===== src/rtl/stoplight_pkg.sv =====
// Shared phase encoding and lamp patterns for the stoplight controller and its monitor.
package stoplight_pkg;

   typedef enum logic [1:0] {
      PH_IDLE = 2'd0,
      PH_RED  = 2'd1,
      PH_GRN  = 2'd2,
      PH_YEL  = 2'd3
   } phase_e;

   // Lamp vectors are ordered {r, y, g}
   localparam logic [2:0] RGB_R = 3'b100;
   localparam logic [2:0] RGB_Y = 3'b010;
   localparam logic [2:0] RGB_G = 3'b001;

   // Anything other than exactly one lit lamp decodes to IDLE
   function automatic phase_e rgb_decode(input logic [2:0] rgb);
      case (rgb)
         RGB_R:   return PH_RED;
         RGB_G:   return PH_GRN;
         RGB_Y:   return PH_YEL;
         default: return PH_IDLE;
      endcase
   endfunction

   function automatic phase_e legal_next(input phase_e p);
      case (p)
         PH_RED:  return PH_GRN;
         PH_GRN:  return PH_YEL;
         PH_YEL:  return PH_RED;
         default: return PH_IDLE;
      endcase
   endfunction

endpackage


===== src/rtl/sat_counter.sv =====
// Saturating up-counter with clear and load-to-one; clear has priority over load, load over increment.
module sat_counter #(
   parameter int W = 8
) (
   input  logic         clk,
   input  logic         rst_n,
   input  logic         i_inc,
   input  logic         i_load1,
   input  logic         i_clr,
   output logic [W-1:0] o_q
);

   localparam logic [W-1:0] LP_MAX = '1;
   localparam logic [W-1:0] LP_ONE = {{(W-1){1'b0}}, 1'b1};

   logic [W-1:0] r_q;

   always_ff @(posedge clk or negedge rst_n) begin
      if (!rst_n)                        r_q <= '0;
      else if (i_clr)                    r_q <= '0;
      else if (i_load1)                  r_q <= LP_ONE;
      else if (i_inc && (r_q != LP_MAX)) r_q <= r_q + LP_ONE;
   end

   assign o_q = r_q;

endmodule


===== src/rtl/stoplight_monitor.sv =====
// Passive checker for stoplight lamp outputs: phase decode, dwell timing, cycle count, sticky errors.
module stoplight_monitor
   import stoplight_pkg::*;
#(
   parameter int CNT_W = 8,
   parameter int CYC_W = 16,
   parameter int G_MIN = 3,
   parameter int Y_MIN = 2,
   parameter int Y_MAX = 4,
   parameter int R_MIN = 3
) (
   input  logic             clk,
   input  logic             rst,
   input  logic             en,
   input  logic             r,
   input  logic             y,
   input  logic             g,
   input  logic             clr_err,
   output logic [1:0]       phase,
   output logic [CNT_W-1:0] dwell,
   output logic [CYC_W-1:0] cycles,
   output logic             cycle_done,
   output logic             err_onehot,
   output logic             err_order,
   output logic             err_dwell,
   output logic             err_any
);

   localparam logic [CNT_W-1:0] LP_GMIN = CNT_W'(G_MIN);
   localparam logic [CNT_W-1:0] LP_YMIN = CNT_W'(Y_MIN);
   localparam logic [CNT_W-1:0] LP_YMAX = CNT_W'(Y_MAX);
   localparam logic [CNT_W-1:0] LP_RMIN = CNT_W'(R_MIN);

   logic [2:0]       r_s_rgb;
   phase_e           r_phase, w_phase_nxt, w_dec;
   logic             r_armed, w_armed_nxt, r_en_q;
   logic [CYC_W-1:0] r_cycles;
   logic             r_cdone, r_e_oh, r_e_ord, r_e_dw;
   logic [CNT_W-1:0] w_dwell, w_min;
   logic             w_d_inc, w_d_load1, w_d_clr, w_cyc_inc;
   logic             w_ev_oh, w_ev_ord, w_ev_dw;

   assign w_dec = rgb_decode(r_s_rgb);

   always_ff @(posedge clk or negedge rst) begin
      if (!rst) begin
         r_s_rgb  <= 3'b000;
         r_phase  <= PH_IDLE;
         r_armed  <= 1'b0;
         r_en_q   <= 1'b1;
         r_cycles <= '0;
         r_cdone  <= 1'b0;
         r_e_oh   <= 1'b0;
         r_e_ord  <= 1'b0;
         r_e_dw   <= 1'b0;
      end else begin
         r_en_q  <= en;
         r_cdone <= w_cyc_inc;
         if (en) begin
            r_s_rgb <= {r, y, g};
            r_phase <= w_phase_nxt;
            r_armed <= w_armed_nxt;
         end
         if (w_cyc_inc) r_cycles <= r_cycles + CYC_W'(1);
         // A fresh event in the clearing cycle leaves the flag set
         r_e_oh  <= (r_e_oh  & ~clr_err) | w_ev_oh;
         r_e_ord <= (r_e_ord & ~clr_err) | w_ev_ord;
         r_e_dw  <= (r_e_dw  & ~clr_err) | w_ev_dw;
      end
   end

   always_comb begin
      w_phase_nxt = r_phase;
      w_armed_nxt = r_armed;
      w_d_inc     = 1'b0;
      w_d_load1   = 1'b0;
      w_d_clr     = 1'b0;
      w_cyc_inc   = 1'b0;
      w_ev_oh     = 1'b0;
      w_ev_ord    = 1'b0;
      w_ev_dw     = 1'b0;
      case (r_phase)
         PH_RED:  w_min = LP_RMIN;
         PH_GRN:  w_min = LP_GMIN;
         PH_YEL:  w_min = LP_YMIN;
         default: w_min = '0;
      endcase
      if (en) begin
         if (!r_en_q) begin
            // Re-enable: drop whatever was tracked before the freeze
            w_phase_nxt = PH_IDLE;
            w_armed_nxt = 1'b0;
            w_d_clr     = 1'b1;
         end else if (r_phase == PH_IDLE) begin
            if (w_dec != PH_IDLE) begin
               w_phase_nxt = w_dec;
               w_d_load1   = 1'b1;
            end
         end else if (w_dec == PH_IDLE) begin
            w_ev_oh     = 1'b1;
            w_phase_nxt = PH_IDLE;
            w_armed_nxt = 1'b0;
            w_d_clr     = 1'b1;
         end else if (w_dec == r_phase) begin
            w_d_inc = 1'b1;
            // Dwell climbs by one per step, so equality fires exactly once per visit
            if (r_phase == PH_YEL && w_dwell == LP_YMAX) w_ev_dw = 1'b1;
         end else if (w_dec == legal_next(r_phase)) begin
            w_ev_dw     = (w_dwell < w_min);
            w_phase_nxt = w_dec;
            w_d_load1   = 1'b1;
            if (r_phase == PH_RED) w_armed_nxt = 1'b1;
            if (r_phase == PH_YEL && r_armed) w_cyc_inc = 1'b1;
         end else begin
            w_ev_ord    = 1'b1;
            w_phase_nxt = w_dec;
            w_d_load1   = 1'b1;
            w_armed_nxt = 1'b0;
         end
      end
   end

   sat_counter #(.W(CNT_W)) u_dwell (
      .clk     (clk),
      .rst_n   (rst),
      .i_inc   (w_d_inc),
      .i_load1 (w_d_load1),
      .i_clr   (w_d_clr),
      .o_q     (w_dwell)
   );

   assign phase      = r_phase;
   assign dwell      = w_dwell;
   assign cycles     = r_cycles;
   assign cycle_done = r_cdone;
   assign err_onehot = r_e_oh;
   assign err_order  = r_e_ord;
   assign err_dwell  = r_e_dw;
   assign err_any    = r_e_oh | r_e_ord | r_e_dw;

endmodule


===== config.mk =====
export PLATFORM = sky130hd
export DESIGN_NAME = stoplight_monitor
export DESIGN_NICKNAME = d
export VERILOG_FILES = /design/src/rtl/stoplight_pkg.sv /design/src/rtl/sat_counter.sv /design/src/rtl/stoplight_monitor.sv
export SDC_FILE = /design/constraint.sdc
export NUM_CORES = 1
export LEC_CHECK = 0
export CORE_MARGIN = 3
export CORE_UTILIZATION = 45
export DETAILED_ROUTE_END_ITERATION = 7
export GPL_ROUTABILITY_DRIVEN = 0
export PLACE_DENSITY = 0.74
export SKIP_CTS_REPAIR_TIMING = 1
export SLEW_MARGIN = 20
export SYNTH_ARGS = -nofsm -noshare
export SYNTH_HDL_FRONTEND = slang
export SYNTH_SLANG_ARGS = --single-unit

===== constraint.sdc =====
create_clock -name clk -period 8.2 [get_ports clk]
set_clock_uncertainty 0.05 [all_clocks]
set_input_delay 1.64 -clock clk [delete_from_list [all_inputs] [get_ports clk]]
set_output_delay 1.64 -clock clk [all_outputs]
set_load 0.02 [all_outputs]

## After elaboration in Yosys (flattened, before gate mapping)

Index checks and enable logic that the tools add are counted.

| operators by class | value |
|---|---|
| add/subtract/negate cells | 2 |
| order comparisons | 1 |
| equality and inequality tests | 15 |
| mux-type cells | 59 |
| bitwise operators | 9 |
| reduce and logical (&&, ||, !) cells | 10 |

Operators by type and width:

| cell | count |
|---|---|
| $mux W1 | 43 |
| $mux W8 | 3 |
| $mux W2 | 10 |
| $add A16 B1 Y16 const B | 1 |
| $pmux W2 S3 | 2 |
| $add A8 B1 Y8 const B | 1 |
| $eq A8 B3 Y1 const B | 1 |
| $lt A8 B8 Y1 | 1 |
| $ne A8 B8 Y1 const B | 1 |
| $or A1 B1 Y1 | 5 |
| $eq A2 B2 Y1 | 2 |
| $eq A2 B2 Y1 const B | 2 |
| $logic_not A2 Y1 | 2 |
| $ne A4 B3 Y1 const B | 1 |
| $ne A4 B4 Y1 const B | 1 |
| $pmux W2 S2 | 1 |
| $reduce_and A4 Y1 | 1 |
| $and A1 B1 Y1 | 3 |
| $eq A3 B1 Y1 const B | 1 |
| $eq A3 B2 Y1 const B | 1 |
| $eq A3 B3 Y1 const B | 1 |
| $logic_and A1 B1 Y1 | 3 |
| $ne A3 B2 Y1 const B | 1 |
| $ne A3 B3 Y1 const B | 1 |
| 7 further kinds | 7 |

| storage, ports and cells | value |
|---|---|
| register bits | 35 |
| input port bits | 7 |
| logic and storage cells | 106 |

## Depth between registers and ports, before layout

Gate-level depths: netlist of run 1.

| logic depth | value |
|---|---|
| word-level depth | 16 |
| gate-level depth with buffers | 11 |
| mapped depth without buffers | 7 |

## Cells and area by module

A second synthesis of run 1 with hierarchy kept.

| unflattened totals | value |
|---|---|
| cells, all modules | 232 |
| area total of the unflattened synthesis | 2174.6 um2 |

By module, submodules not included:

| module | instances | cells an instance | area each (um2) | seq. area each (um2) |
|---|---|---|---|---|
| stoplight_monitor | 1 | 182 | 1707.9 | 676.9 |
| sat_counter | 1 | 50 | 466.7 | 200.2 |

## Worst setup path after synthesis of run 1

No wires, ideal clock.

| timing path | value |
|---|---|
| path type | input -> register |
| start | input port en |
| end | register r_cycles[1], in the netlist cycles[1] |
| setup time | 0.128 ns |
| arrival time | 2.931 ns |
| required time | 8.022 ns |
| slack | 5.092 ns |
| stages | 5 |
| cell sequence | nand3b_1 -> a2111oi_1 -> a21oi_2 -> nor3b_4 -> mux2_1 |

| on the way | value |
|---|---|
| longest elaborated chain between the ends | 1 |

Ends and longest elaborated chain:

| what | RTL line | source |
|---|---|---|
| from (decl) | stoplight_monitor.sv:14 | `input logic en,` |
| $mux W1 | stoplight_monitor.sv:88 | `if (en) begin` |
| net w_cyc_inc | stoplight_monitor.sv:40 | `logic w_d_inc, w_d_load1, w_d_clr, w_cyc_inc;` |
| to (signal assigned) | stoplight_monitor.sv:64 | `if (w_cyc_inc) r_cycles <= r_cycles + CYC_W'(1);` |
| to (decl) | stoplight_monitor.sv:37 | `logic [CYC_W-1:0] r_cycles;` |

The timed path passes the listed nets, and every way through them passes these cells.
A chain may end at the register's enable or synchronous reset.

## Worst setup path in the final report of run 1

Ends and elaborated chain as after synthesis.

==> results of run 1 <==
-- routing by layer --
metal / vias to the layer above / track usage, % / share of wire [%]
li1: 886 / - / -
met1: 897 / 22.56 / 46
met2: 44 / 27.96 / 48
met3: 8 / 4.225 / 4.4
met4: 0 / 7.971 / 1.9
met5: - / 0 / 0
-- layout make-up --
class,count,area [µm²],share of cell area (%)
repair buffers,39,385.4,14.16
clock buffers,6,82.58,3.034
well taps,67,83.83,3.080
inverters,11,41.29,1.517
clock inverters,1,5.005,0.1839
flip-flops and latches,35,877.1,32.23
multi-input cells,165,1246,45.79
-- per-stage QoR --
stage               hold slack (ns)  area (µm²)
floorplan                    0.5211        2250
global placement             0.4113        2634
detailed placement           0.4090        2634
CTS                          0.4246        2721
global route                 0.4417        2721
finish                       0.4255        2721
-- logic make-up (layout without fill, tap and decap cells) --
| family | count (synthesis) | after routing | synth area share, % |
|---|---|---|---|
| buffers and inverters | 23 | 57 | 5.617 |
| AOI/OAI and AO/OA | 43 | 43 | 13.07 |
| muxes | 6 | 6 | 2.948 |
| and+or+nand+nor | 89 | 89 | 27.48 |
| adders and majority gates | 9 | 9 | 4.895 |
| DFF | 35 | 35 | 38.99 |
| xor gates and xnor gates | 18 | 18 | 7.008 |
-- worst max-delay path: stages --
cell and delay (ns):
sky130_fd_sc_hd__clkdlybuf4s50_1 0.78, sky130_fd_sc_hd__nand3b_1 0.30, sky130_fd_sc_hd__a2111oi_1 0.49, sky130_fd_sc_hd__a21oi_2 0.04
sky130_fd_sc_hd__buf_4 0.24, sky130_fd_sc_hd__nor3b_4 0.24, sky130_fd_sc_hd__mux2_1 0.34
-- cells in the final DEF, fill, tap and decap left out, types with 4 or more instances in the layout --
cell,Yosys,layout
sky130_fd_sc_hd__clkdlybuf4s50_1,0,37
sky130_fd_sc_hd__dfrtp_1,34,34
sky130_fd_sc_hd__xor2_1,15,15
sky130_fd_sc_hd__nand2_1,15,15
sky130_fd_sc_hd__inv_1,10,10
sky130_fd_sc_hd__nand3_1,10,10
sky130_fd_sc_hd__a21oi_1,9,9
sky130_fd_sc_hd__nor2_1,9,9
sky130_fd_sc_hd__nand4_1,8,8
sky130_fd_sc_hd__ha_1,8,8
sky130_fd_sc_hd__nor3_2,6,6
sky130_fd_sc_hd__nor4_2,6,6
sky130_fd_sc_hd__clkbuf_8,0,6
sky130_fd_sc_hd__nor3_1,4,4
sky130_fd_sc_hd__or4_1,4,4
sky130_fd_sc_hd__o21ai_0,4,4
sky130_fd_sc_hd__o31ai_1,4,4
sky130_fd_sc_hd__a211oi_1,4,4
-- final timing paths --
| kind | startpoint | end | cells after the start | slack, ns |
|---|---|---|---|---|
| worst min-delay path | cycles[15] | cycles[15] | 1 | 0.43 |
| worst max register to register | phase[0] | cycles[1] | 8 | 5.16 |
| worst max-delay path | en | cycles[1] | 7 | 4.25 |
| max in group asynchronous | rst | r_en_q | 2 | 6.04 |
| worst min register to register | cycles[15] | cycles[15] | 1 | 0.43 |
| min in group asynchronous | rst | cycles[15] | 2 | 1.72 |
-- cell usage after synthesis (2+ instances only) --
library cell / number / area (µm²)
sky130_fd_sc_hd__a211oi_1: 4 / 30.03
sky130_fd_sc_hd__a21oi_1: 9 / 45.04
sky130_fd_sc_hd__a22o_1: 2 / 17.52
sky130_fd_sc_hd__a311oi_1: 2 / 17.52
sky130_fd_sc_hd__a31oi_1: 2 / 12.51
sky130_fd_sc_hd__and2_1: 3 / 18.77
sky130_fd_sc_hd__and3_1: 2 / 12.51
sky130_fd_sc_hd__and4_1: 2 / 17.52
sky130_fd_sc_hd__buf_2: 4 / 20.02
sky130_fd_sc_hd__clkbuf_1: 5 / 18.77
sky130_fd_sc_hd__dfrtp_1: 34 / 850.8
sky130_fd_sc_hd__ha_1: 8 / 100.1
sky130_fd_sc_hd__inv_1: 10 / 37.54
sky130_fd_sc_hd__mux2_1: 3 / 33.78
sky130_fd_sc_hd__mux2_2: 2 / 22.52
sky130_fd_sc_hd__nand2_1: 15 / 56.30
sky130_fd_sc_hd__nand2b_1: 2 / 12.51
sky130_fd_sc_hd__nand3_1: 10 / 50.05
sky130_fd_sc_hd__nand4_1: 8 / 50.05
sky130_fd_sc_hd__nand4b_1: 2 / 17.52
sky130_fd_sc_hd__nor2_1: 9 / 33.78
sky130_fd_sc_hd__nor3_1: 4 / 20.02
sky130_fd_sc_hd__nor3_2: 6 / 60.06
sky130_fd_sc_hd__nor3b_1: 2 / 15.01
sky130_fd_sc_hd__nor4_2: 6 / 75.07
sky130_fd_sc_hd__o21a_1: 2 / 15.01
sky130_fd_sc_hd__o21ai_0: 4 / 20.02
sky130_fd_sc_hd__o21ai_1: 3 / 15.01
sky130_fd_sc_hd__o31ai_1: 4 / 30.03
sky130_fd_sc_hd__or3_1: 2 / 12.51
sky130_fd_sc_hd__or4_1: 4 / 30.03
sky130_fd_sc_hd__xnor2_1: 3 / 26.28
sky130_fd_sc_hd__xor2_1: 15 / 131.4
-- flip-flops by register name, indices dropped and copies added (netlist names) --
signal,flops
u_dwell.o_q,8
r_armed,1
r_s_rgb,3
err_order,1
cycles,16
cycle_done,1
err_dwell,1
r_en_q,1
phase,2
err_onehot,1
-- power groups by stage --
stage	combinational [mW]	sequential, mW	clock [mW]
6_report	0.124	0.199	0.127
5_1_grt	0.136	0.202	0.136
4_1_cts	0.125	0.199	0.130
3_5_place_dp	0.124	0.202	0
3_3_place_gp	0.121	0.202	0
2_1_floorplan	0.106	0.197	0
==> results list, run 1 <==
* Pwr Total: between 0.4 and 0.5 mW
* Accumulated negative setup slack: 0 ns
- Clock-pin transition on the worst setup and hold timing paths: 0.07 ns
* Data required time at the worst endpoint: roughly 8.3 ns
* Die footprint: ~0.006 mm²
- 0 antenna diodes ended up in the layout.
- Drt via density: about 5.7
- The share of total power dissipated in sequential elements is between 40 and 50%.
- Clock share of power: 28.2%
- Number of buffers created by CTS: 5
- Initial Utilization: between 40% and 50%
- TritonCTS clock tree: built
- Hold crit path type: reg2reg
* I/O pin total: 38
- Via count of the first global-routing pass: roughly 1,800
- In this run the standard cell core region covers roughly 0.0048 mm².
- In this run the core area contains 25 standard-cell rows.
* Syn_area_per_cell: 10.09 µm²
- Clk buf depth: 2
- Clk_lat worst skew: just under 0.3 ns
- In this run the cell area of the synthesized design comes to about 0.0022 mm².
- Total wire length: 4776 µm
- Synthesis produced 223 cells.
- The number of nets in the synthesized netlist is between 200 and 250.
- Shortest clock period the worst path allows after layout: 3.955 ns
* Power per cell area: about 170 mW/mm²
- Result of the run: finished, final reports clean
- Antenna-violating nets left: 0
- Entering global routing, the biggest net connects 36 pins.
* Deepest level of the CTS H-tree: 2
- Fraction of power spent switching nets: approximately a third
- Die Span Y: 76.71 µm
* Sequential share of the synthesized area: 38.99%
- Global-route wire length before repair: 8390 µm
* Total of flip-flops plus latches after synthesis: 35
- The tool flagged a number of max-cap violations equal to 0.
- Crit start category: input pin
* Max frequency: ~250 MHz
* Dominant synthesized flop cell: sky130_fd_sc_hd__dfrtp_1
- Setup repair after global routing left no endpoint under its margin.
- Minimum setup slack after placement: between 3 and 4 ns
- Drt first-iter violations: 75
- Dividing the detail-routed wire length by the instance count gives around 15 µm.
- Count of distinct cell types in the synthesized netlist: 63
* Category of the critical setup timing path: in2reg
* Highest fanout seen on the critical path: 17
- The total overflow left after global routing is 0.
- The number of antenna violations at the first check in global routing is 0.
* Number of nets in the layout: between 200 and 300
* Via total after detailed routing: around 1,800
* Fillers: 430
* Static leakage power: roughly 1.1 nW
- Number of flops mapped to enable cells by yosys: 0
- Dividing the final minimum period by the clock period gives between 40% and 50%.
- Once layout is complete, the utilization of the core stands at a little under three fifths.
- Summed over all nets, the half-perimeter wirelength after detailed placement is 3300 µm.
- In this run the clock root is driven by a sky130_fd_sc_hd__clkbuf_8.
- Setup violations remaining at the end of the flow were counted as 0.
* Logic pwr share: between 20 and 30%
- Total internal power: a little under 0.3 mW
- After synthesis, the share of flip-flops with an asynchronous set or reset is 100.0%.
- Headroom to the max-slew limit came out at between 60% and 70%.
- Min setup slack post-route: 4.245 ns
- VDD IR-drop max: ~0.084 mV
- Number of search-and-repair iterations in the first detailed-routing pass: 4
* Number of pins exceeding their max-slew limit in the final report: 0
- Across every metal layer, demand over resource in global routing totals roughly 18%.
- In this run the tool buffered the top-level ports with 37 buffer cells.
- For the worst setup path, the data arrival time is roughly 4.1 ns.
- The number of hold violations in the final report was 0.
- Slew at the pin closest to its max-slew limit: between 0.5 and 0.6 ns
- Once layout is complete, the cells apart from fillers number about 320.
- Switching component of the power: 0.1551 mW
- Share of post-route cells with drive strength above 1: approximately an eighth
- The die is 76.71 µm wide.
- Worst setup EP type: flop
* Total number of clock tree sinks: 35
- In the routed design, unresolved DRC markers number 0.
* Cells after DPL: around 320
* Area growth, synth to finish: 20.97%
- The Yosys step of the flow raised 0 warnings.
No activity file was read; power rests on OpenSTA's default activity.
==> run 2: changes to the inputs <==
==> constraint.sdc (replaced) <==
create_clock -name clk -period 3.8 [get_ports clk]
set_clock_uncertainty 0.05 [all_clocks]
set_input_delay 0.76 -clock clk [delete_from_list [all_inputs] [get_ports clk]]
set_output_delay 0.76 -clock clk [all_outputs]
set_load 0.02 [all_outputs]
==> run 2 against run 1 <==
Via count decreased by 2.3%; first-iteration DRC count is 39% higher; power up 140%; final cell count increased by 0.31%; count of clock-buffer cells in the layout unchanged; critical path type is now reg2reg; hold slack improved by 0.0015 ns; sequential share of layout area decreased by 0.61 points; sequential power up 120%; non-clock buffer count unchanged; cell area grew 1.9%.
==> results list, run 2 (synthesis results as in run 1) <==
- Final number of hold-violating endpoints: 0
- Number of nets in the layout: roughly 270
- Leaving out fill and tap cells, the most frequent cell in the layout is sky130_fd_sc_hd__clkdlybuf4s50_1.
* Data required time at the worst endpoint: around 3.9 ns
- Antenna violations before repair: 0
- Cells with a size suffix above 1 make up 12.79% of the layout.
- The total overflow left after global routing is 0.
- Category of the critical setup timing path: reg2reg
* TritonCTS clock tree: built
- For the final routed database, the setup TNS stands at 0 ns.
- At the later pin of the worst-skew pair, clock insertion delay measures 0.29 ns.
- Across the VDD grid, the largest voltage drop is 0.3090 mV.
* Clock-pin transition on the worst setup and hold timing paths: ~0.07 ns
- The worst register-to-register path has a setup slack of 0.63 ns.
* Initial Utilization: between 40% and 50%
* Total number of clock tree sinks: 35
- The register with the most flip-flops in the layout has 16 of them.
* Drt via density: ~5.5
* Ant. Diodes: 0
- For the worst setup path, the data arrival time is approximately 3.3 ns.
- Shortest clock period the worst path allows after layout: 3.169 ns
- After filler insertion, the fill cell instance count of the layout stands at between 400 and 500.
- Total wire length: 4783 µm
- Worst Hold Depth: 1
- The run finished with clean final reports.
* Max-cap violations: 0
- Launch instance of the worst register-to-register path: phase[1]
- The endpoint identified for the worst register-to-register timing path is cycles[1].
- Number of search-and-repair iterations in the first detailed-routing pass: 4
- Deepest level of the CTS H-tree: 2
- Share of the cycle needed by the critical path after routing: between 80% and 90%
- The count of nets left with antenna violations once routing finished came out at 0.
* Highest fanout seen on the critical path: 17
- The number of cells on the worst reg-to-reg path is 7.
* Overall fraction of global-route tracks in use: ~17%
- Via total after detailed routing: between 1,500 and 2,000
- Library cell used as clock root buffer: sky130_fd_sc_hd__clkbuf_8
- Core Box Area: ~0.0048 mm²
- Detailed placement ended at an HPWL of approximately 3400 µm.
- Final setup violation count: 0
- Setup repair after global routing left no endpoint under its margin.
- Crit start category: flop
- Slew at the pin closest to its max-slew limit: 0.7157 ns
* I/O pin total: 38
- Pin count of the biggest net entering global routing: 36
* Via count of the first global-routing pass: 1,783
* Die Span Y: 76.71 µm
- The top cell types in the final layout, fill and taps aside, are sky130_fd_sc_hd__clkdlybuf4s50_1 (37), sky130_fd_sc_hd__dfrtp_1 (34), sky130_fd_sc_hd__xor2_1 (15), sky130_fd_sc_hd__nand2_1 (15).
- The die covers between 0.005 and 0.006 mm².
- In this run the power density over the cells is between 300 and 400 mW/mm².
* Static leakage power: ~1.1 nW
- Number of pins exceeding their max-slew limit in the final report: 0
- Area growth, synth to finish: 23.30%
* WL/cell: about 15 µm
- Site row count: 25
* Worst Hold Margin: roughly 0.43 ns
- Chip Width: roughly 77 µm
* Slew HR: approximately 52%
* Number of DRC violations after detailed routing: 0
- The most critical setup path has its startpoint at phase[1].
- Minimum setup slack after placement: 0.7269 ns
- Port-buffer cells: 37
- Hold crit path type: reg2reg
- For hold timing, the worst endpoint is cycles[15].
- STA classifies the critical path endpoint as a flop.
- Buffers inserted during clock tree synthesis total 5.
* Max frequency: 315.6 MHz
- Clk buf depth: 2
- The first global-routing pass estimated about 8400 µm of wire.
- Min setup slack post-route: roughly 0.63 ns
* Drt first-iter violations: roughly 100
- The worst hold path begins at cycles[15].
==> run 2: cell count changes in the layout (fill, tap and decap cells not counted) <==
cell and delta:
sky130_fd_sc_hd__clkinv_2 -1, sky130_fd_sc_hd__a21oi_2 -1, sky130_fd_sc_hd__clkbuf_1 +1, sky130_fd_sc_hd__a21oi_4 +1
sky130_fd_sc_hd__bufinv_16 +2, sky130_fd_sc_hd__clkbuf_8 -1
==> run 2: metal layers <==
metal  vias up  part of all wire, %  global-route usage, %
li1        890                    -                      -
met4         0                  2.1                  6.522
met2        46                   46                  26.74
met5         -                    0                      0
met1       844                   47                  23.29
met3        13                  4.6                  5.282
==> run 2: worst max-delay path by stage <==
stage | end | slack [ns]
finish | cycles[1] | 0.63
global route | cycles[1] | 0.42
CTS | cycles[1] | 0.71
detailed placement | cycles[1] | 0.73
global placement | cycles[1] | 0.81
floorplan | cycles[1] | 0.93
==> run 2: final cells by class <==
type                       instances  area (µm²)  share of cell area, %
timing repair buffer              39       385.4                  13.89
sequential                        35       877.1                  31.62
multi-input combinational        165        1254                  45.20
tap                               67       83.83                  3.022
clock inverter                     2       60.06                  2.165
inverter                          11       41.29                  1.488
clock buffer                       6       72.57                  2.616
==> run 2: power by group <==
| group | switching (mW) | leakage, nW | total [mW] | internal [mW] |
|---|---|---|---|---|
| sequential | 0.0402 | 0.472 | 0.428 | 0.388 |
| clock | 0.139 | 0.0654 | 0.401 | 0.262 |
| combinational | 0.162 | 0.611 | 0.269 | 0.107 |
==> run 2: critical path, cell delays in order, from the launching register on <==
cell and delay (ns):
sky130_fd_sc_hd__dfrtp_1 0.61, sky130_fd_sc_hd__inv_1 0.17, sky130_fd_sc_hd__ha_1 0.34, sky130_fd_sc_hd__nand3b_1 0.33, sky130_fd_sc_hd__a2111oi_1 0.66, sky130_fd_sc_hd__a21oi_4 0.26, sky130_fd_sc_hd__nor3b_4 0.29, sky130_fd_sc_hd__mux2_1 0.34
==> run 2: through the flow <==
stage | utilization, % | cells | area, µm² | power, mW
finish | 57.96 | 325 | 2774 | 1.098
global route | 57.96 | 325 | 2774 | 1.156
CTS | 57.80 | 325 | 2766 | 1.098
detailed placement | 55.03 | 317 | 2634 | 0.7001
global placement | 55.03 | 317 | 2634 | 0.6949
floorplan | - | 223 | 2250 | 0.6536
